--- src/rtl/dmem_lsu_ctrl.sv ---
// dmem_lsu_ctrl - load/store front-end for a single-port data SRAM.
//
// Turns byte/half/word requests at any byte address into one or two SRAM word
// accesses (active-low CSN/WEN, per-byte BE, 1-cycle registered read data),
// lane-aligns store data and enables, and sign/zero-extends load data.
//
// Ports
//   CLK, RST            clock, synchronous active-high reset
//   REQ_VALID/READY     request handshake (READY only while idle)
//   REQ_WE              1 = store, 0 = load
//   REQ_SIZE            00 byte, 01 half, 10 word, 11 illegal
//   REQ_UNSIGNED        load extension: 1 zero, 0 sign
//   REQ_ADDR            byte address (AWIDTH+2 bits, little-endian)
//   REQ_WDATA           right-justified store data
//   RSP_VALID           one-cycle completion pulse
//   RSP_RDATA           extended load data (0 for stores/errors)
//   RSP_ERR             illegal-size flag, valid with RSP_VALID
//   MEM_CSN/WEN/BE      SRAM controls
//   MEM_ADDR, MEM_DI    SRAM word address and write data
//   MEM_DOUT            SRAM read data, valid the cycle after its access edge
module dmem_lsu_ctrl #(
  parameter int unsigned AWIDTH = 12
) (
  input  logic              CLK,
  input  logic              RST,
  input  logic              REQ_VALID,
  output logic              REQ_READY,
  input  logic              REQ_WE,
  input  logic [1:0]        REQ_SIZE,
  input  logic              REQ_UNSIGNED,
  input  logic [AWIDTH+1:0] REQ_ADDR,
  input  logic [31:0]       REQ_WDATA,
  output logic              RSP_VALID,
  output logic [31:0]       RSP_RDATA,
  output logic              RSP_ERR,
  output logic              MEM_CSN,
  output logic [AWIDTH-1:0] MEM_ADDR,
  output logic              MEM_WEN,
  output logic [3:0]        MEM_BE,
  output logic [31:0]       MEM_DI,
  input  logic [31:0]       MEM_DOUT
);

  typedef enum logic [2:0] {S_IDLE, S_ACC1, S_ACC2, S_CAP, S_RESP} state_e;

  state_e            state_q, state_d;
  logic              we_q, we_d;
  logic [1:0]        size_q, size_d;
  logic              uns_q, uns_d;
  logic [1:0]        off_q, off_d;
  logic              split_q, split_d;
  logic [AWIDTH-1:0] wa_q, wa_d;
  logic [3:0]        be_hi_q, be_hi_d;
  logic [31:0]       di_hi_q, di_hi_d;
  logic [31:0]       w1_q, w1_d;

  logic              csn_q, csn_d;
  logic [AWIDTH-1:0] addr_q, addr_d;
  logic              wen_q, wen_d;
  logic [3:0]        be_q, be_d;
  logic [31:0]       di_q, di_d;
  logic              rsp_valid_q, rsp_valid_d;
  logic [31:0]       rsp_rdata_q, rsp_rdata_d;
  logic              rsp_err_q, rsp_err_d;

  // request decode (used only on the accept edge)
  logic [2:0]        req_n;
  logic [31:0]       req_ws;
  logic [7:0]        req_m8;
  logic [63:0]       req_d64;
  logic              req_split;

  // load assembly
  logic [31:0]       ld_w1, ld_w2, ld_word, ld_ext;

  always_comb begin
    req_n  = 3'd4;
    req_ws = REQ_WDATA;
    req_m8 = 8'h0F;
    unique case (REQ_SIZE)
      2'b00: begin req_n = 3'd1; req_ws = {24'h0, REQ_WDATA[7:0]};  req_m8 = 8'h01; end
      2'b01: begin req_n = 3'd2; req_ws = {16'h0, REQ_WDATA[15:0]}; req_m8 = 8'h03; end
      default: ;
    endcase
    req_m8    = req_m8 << REQ_ADDR[1:0];
    req_d64   = {32'h0, req_ws} << {REQ_ADDR[1:0], 3'b000};
    req_split = ({1'b0, REQ_ADDR[1:0]} + req_n) > 3'd4;
  end

  // For a split load the first word was captured in w1_q and the second word is
  // on MEM_DOUT; otherwise MEM_DOUT holds the only word.
  always_comb begin
    ld_w1   = split_q ? w1_q : MEM_DOUT;
    ld_w2   = split_q ? MEM_DOUT : '0;
    ld_word = 32'({ld_w2, ld_w1} >> {off_q, 3'b000});
    ld_ext  = ld_word;
    unique case (size_q)
      2'b00:   ld_ext = uns_q ? {24'h0, ld_word[7:0]}  : {{24{ld_word[7]}},  ld_word[7:0]};
      2'b01:   ld_ext = uns_q ? {16'h0, ld_word[15:0]} : {{16{ld_word[15]}}, ld_word[15:0]};
      default: ld_ext = ld_word;
    endcase
  end

  always_comb begin
    state_d     = state_q;
    we_d        = we_q;
    size_d      = size_q;
    uns_d       = uns_q;
    off_d       = off_q;
    split_d     = split_q;
    wa_d        = wa_q;
    be_hi_d     = be_hi_q;
    di_hi_d     = di_hi_q;
    w1_d        = w1_q;
    csn_d       = csn_q;
    addr_d      = addr_q;
    wen_d       = wen_q;
    be_d        = be_q;
    di_d        = di_q;
    rsp_valid_d = 1'b0;
    rsp_rdata_d = rsp_rdata_q;
    rsp_err_d   = rsp_err_q;

    unique case (state_q)
      S_IDLE: begin
        if (REQ_VALID) begin
          we_d        = REQ_WE;
          size_d      = REQ_SIZE;
          uns_d       = REQ_UNSIGNED;
          off_d       = REQ_ADDR[1:0];
          split_d     = req_split;
          wa_d        = REQ_ADDR[AWIDTH+1:2];
          be_hi_d     = req_m8[7:4];
          di_hi_d     = req_d64[63:32];
          rsp_rdata_d = '0;
          if (REQ_SIZE == 2'b11) begin
            rsp_err_d = 1'b1;
            state_d   = S_RESP;
          end else begin
            rsp_err_d = 1'b0;
            csn_d     = 1'b0;
            addr_d    = REQ_ADDR[AWIDTH+1:2];
            wen_d     = ~REQ_WE;
            be_d      = REQ_WE ? req_m8[3:0]   : '0;
            di_d      = REQ_WE ? req_d64[31:0] : '0;
            state_d   = S_ACC1;
          end
        end
      end
      S_ACC1: begin
        if (split_q) begin
          addr_d  = AWIDTH'(wa_q + 1'b1);   // wraps to word 0 at the top
          be_d    = we_q ? be_hi_q : '0;
          di_d    = we_q ? di_hi_q : '0;
          state_d = S_ACC2;
        end else begin
          csn_d   = 1'b1;
          wen_d   = 1'b1;
          be_d    = '0;
          state_d = we_q ? S_RESP : S_CAP;
        end
      end
      S_ACC2: begin
        w1_d    = MEM_DOUT;
        csn_d   = 1'b1;
        wen_d   = 1'b1;
        be_d    = '0;
        state_d = we_q ? S_RESP : S_CAP;
      end
      S_CAP: begin
        rsp_rdata_d = ld_ext;
        state_d     = S_RESP;
      end
      S_RESP: begin
        rsp_valid_d = 1'b1;
        state_d     = S_IDLE;
      end
      default: state_d = S_IDLE;
    endcase
  end

  always_ff @(posedge CLK) begin
    if (RST) begin
      state_q     <= S_IDLE;
      we_q        <= 1'b0;
      size_q      <= '0;
      uns_q       <= 1'b0;
      off_q       <= '0;
      split_q     <= 1'b0;
      wa_q        <= '0;
      be_hi_q     <= '0;
      di_hi_q     <= '0;
      w1_q        <= '0;
      csn_q       <= 1'b1;
      addr_q      <= '0;
      wen_q       <= 1'b1;
      be_q        <= '0;
      di_q        <= '0;
      rsp_valid_q <= 1'b0;
      rsp_rdata_q <= '0;
      rsp_err_q   <= 1'b0;
    end else begin
      state_q     <= state_d;
      we_q        <= we_d;
      size_q      <= size_d;
      uns_q       <= uns_d;
      off_q       <= off_d;
      split_q     <= split_d;
      wa_q        <= wa_d;
      be_hi_q     <= be_hi_d;
      di_hi_q     <= di_hi_d;
      w1_q        <= w1_d;
      csn_q       <= csn_d;
      addr_q      <= addr_d;
      wen_q       <= wen_d;
      be_q        <= be_d;
      di_q        <= di_d;
      rsp_valid_q <= rsp_valid_d;
      rsp_rdata_q <= rsp_rdata_d;
      rsp_err_q   <= rsp_err_d;
    end
  end

  assign REQ_READY = (state_q == S_IDLE);
  assign RSP_VALID = rsp_valid_q;
  assign RSP_RDATA = rsp_rdata_q;
  assign RSP_ERR   = rsp_err_q;
  assign MEM_CSN   = csn_q;
  assign MEM_ADDR  = addr_q;
  assign MEM_WEN   = wen_q;
  assign MEM_BE    = be_q;
  assign MEM_DI    = di_q;

endmodule

--- config.mk ---
export PLATFORM = sky130hd
export DESIGN_NAME = dmem_lsu_ctrl
export DESIGN_NICKNAME = d
export VERILOG_FILES = /design/src/rtl/dmem_lsu_ctrl.sv
export SDC_FILE = /design/constraint.sdc
export NUM_CORES = 1
export LEC_CHECK = 0
export ABC_AREA = 0
export ABC_CLOCK_PERIOD_IN_PS = 2000
export BUFFER_PORTS_ARGS = -buffer_cell sky130_fd_sc_hd__buf_2
export CORE_UTILIZATION = 44
export DETAILED_ROUTE_END_ITERATION = 6
export PLACE_DENSITY = 0.69
export SLEW_MARGIN = 30
export SYNTH_ARGS = -nofsm -noshare
export SYNTH_HDL_FRONTEND = slang
export SYNTH_SLANG_ARGS = --single-unit
--- constraint.sdc ---
create_clock -name CLK -period 2 [get_ports CLK]
set_clock_uncertainty 0.05 [all_clocks]
set_input_delay 0.1 -clock CLK [delete_from_list [all_inputs] [get_ports CLK]]
set_output_delay 0.1 -clock CLK [all_outputs]
set_load 0.05 [all_outputs]
==> run metrics <==
CP max-delay cell=dfxtp_4; Worst R2R End=RSP_RDATA[24]$_SDFFE_PP0P_; core area=18770 um2; VDD IR max=0.0006762 V; vias per cell=5.781; Worst-Skew Late Latency=0.43 ns; GRT Total Usage=0.2738; number of synthesized flops with an enable pin=0; Post-Syn Instances=1066; Buffers on Ports=169; Top FF cell, synth=dfxtp_1; P&R area growth vs syn=31.05%; r2r startpoint=off_q[0]$_SDFFE_PP0P_; clk slew on worst S/H paths=0.07 ns; crit-path max cell delay=0.41 ns; unrepaired setup endpoints after global routing=false; setup bufs post-CTS=0; CTS Buf Count=17; startpoint types=flip-flop; CTS tree=yes; Die H=140.7 um; cells along the critical path=mux2_4, a221o_1, a41o_1, o21ai_4, clkbuf_16, o21ai_2; Slew headroom=0.5320; leakage=4.443 nW; Max-Cap Viols=0; Net Count, Synth=1155; number of diodes=0; pin count of the biggest net entering global routing=71; Setup crit end kind=flip-flop; run status=finished, final reports clean; worst path required time=2.27 ns; yosys warns=0; worst reg2reg setup slack=0.06 ns; synth unique cells=62; Finished Layout Cells=1529; DRT Wirelength=26870 um; total power=0.01023 W; DR vias=8839; Boundary Pins=170; Initial Util=0.4509; Net count, final=1371; layout cells sized above 1=0.2494; Worst Hold Endpoint=MEM_DI[17]$_SDFFE_PP0P_; Worst EP arrival=2.21 ns; Final Hold Slack=0.06692 ns; fin area=11090 um2; root buffer cell=clkbuf_16; min-delay src=REQ_WDATA[1]; Yosys reg bits=165; area post-placement=9789 um2; deepest clock path buffer count=2; post-synthesis instance area=8462 um2; Reg2Reg Depth=6; setup violators final=0; crit path from=off_q[0]$_SDFFE_PP0P_; max-slew violations=0; TritonRoute pass-1 iters=5; count of final hold-check violations=0; Die Area=19790 um2; Worst Hold Class=in -> reg; Filler cells=1714; drt wl/cell=17.57 um; antenna violations before repair=0; GR Overflow Total=0; most frequent cells in the layout=nand2_1 (209), buf_2 (168), dfxtp_1 (162); sinks on the clock net=165; die width=140.7 um; Detail Route Antenna Nets=0; placed insts=1432; first-pass GRT wire length=43060 um; Tcrit/Tclk final=0.9711; Syn Area/Cell=7.938 um2; hold path depth=5; measured slew at the worst slew-check pin=0.6993 ns; commonest non-fill, non-tap cell in the layout=nand2_1; vias in the first global route=8558; Post-synth ARST share=0; crit path max fanout=8; Post-route DRC=0; num rows=50; Iter 0 DRT Violations=632; routability congestion estimate=0.9526; htree depth=4; Setup CP Type=reg -> reg; Max Fclk=514.9 MHz; Tmin final=1.942 ns; pwr/cell area=922.6 nW/um2; detailed placement HPWL=18360 um; post-synthesis sequential area ratio=0.3904
[sequential cells by signal (all words and copies together), names as in the netlist, 3 cells and up]
| signal | cells |
|---|---|
| RSP_RDATA | 32 |
| di_hi_q | 24 |
| MEM_DI | 32 |
| wa_q | 12 |
| state_q | 3 |
| MEM_ADDR | 12 |
| be_hi_q | 3 |
| w1_q | 32 |
| MEM_BE | 4 |
[worst max-delay path, delay by kind of cell (launching register included)]
family | cells | cell delay, ns
DFF | 1 | 0.41
AOI/OAI and AO/OA | 4 | 0.85
muxes | 1 | 0.32
buffers and inverters | 1 | 0.21
[per-layer routing]
layer	track usage	share of wire	vias to the layer above
met5	0	0	-
met4	0.1167	0.028	0
met2	0.4462	0.46	384
met1	0.3594	0.44	4174
li1	-	-	4223
met3	0.04382	0.066	58
[layout make-up]
cell class | count | area [um2] | area share
multi-input cells | 802 | 4837 | 0.4362
flip-flops and latches | 165 | 3309 | 0.2984
repair buffers | 287 | 2024 | 0.1826
clock buffers | 17 | 425.4 | 0.03836
well taps | 234 | 292.8 | 0.02640
clock inverters | 15 | 166.4 | 0.01501
inverters | 9 | 33.78 | 0.003046
[cell families (layout without fill, tap and decap cells)]
| group | Yosys count | in the layout | share of synthesized area |
|---|---|---|---|
| AOI/OAI and AO/OA | 306 | 306 | 0.2249 |
| and+or+nand+nor | 400 | 400 | 0.2030 |
| DFF | 165 | 165 | 0.3904 |
| muxes | 80 | 80 | 0.1137 |
| buffers and inverters | 99 | 328 | 0.04879 |
| adders and majority gates | 4 | 4 | 0.006802 |
| xor gates and xnor gates | 12 | 12 | 0.01242 |
[cells in the mapped netlist (5+ instances only)]
cell type    n  area (um2)
o22ai_1      7       43.79
buf_2       12       60.06
a21oi_1    109       545.5
inv_1        6       22.52
o21ai_2     11       96.34
nand2b_1     6       37.54
a31oi_1     22       137.6
nand3_1     25       125.1
nand4_1     10       62.56
a211o_1      5       43.79
buf_1        6       22.52
and3_1       5       31.28
xor2_1       9       78.83
mux2i_1     44       440.4
mux4_2      10       225.2
a211oi_1    16       120.1
nor3_1      16       80.08
a311oi_1     5       43.79
mux2_2      25       281.5
nand2_1    210       788.3
clkbuf_1    67       251.5
o21ai_0     63       315.3
a221oi_1    19       166.4
nor2_1     100       375.4
a22oi_1     26       195.2
dfxtp_1    165        3303
[through the flow]
step / setup TNS, ns / utilization / setup slack [ns]
4_1_cts: 0 / 0.5874 / 0.03256
5_1_grt: 0 / 0.5909 / 0.0006257
3_3_place_gp: 0 / 0.5216 / 0.02968
2_1_floorplan: 0 / - / 0.02761
6_report: 0 / 0.5909 / 0.05777
3_5_place_dp: -0.01010 / 0.5216 / -0.006772
[what timing repair did]
item,CTS,global route
pin swaps,0,2
hold buffers,64,0
endpoints found under the setup margin,3,25
gates resized for setup,1,7
cloned,0,1
hold endpoints to repair,82,0
[power by group]
part / leakage, nW / internal (W) / switching [W]
registers: 1.34 / 0.00358 / 0.000215
logic: 2.81 / 0.00109 / 0.00199
clock network: 0.293 / 0.00187 / 0.00148
[how the worst max path moves through the flow]
stage	end	slack, ns	cells past startpoint
floorplan	split_q$_SDFFE_PP0P_	0.03	7
global placement	RSP_RDATA[31]$_SDFFE_PP0P_	0.03	6
detailed placement	RSP_RDATA[18]$_SDFFE_PP0P_	-0.007	6
CTS	RSP_RDATA[18]$_SDFFE_PP0P_	0.03	6
global route	split_q$_SDFFE_PP0P_	0.0006	10
finish	RSP_RDATA[24]$_SDFFE_PP0P_	0.06	6
Note: power is estimated with default switching activity, not from simulation.
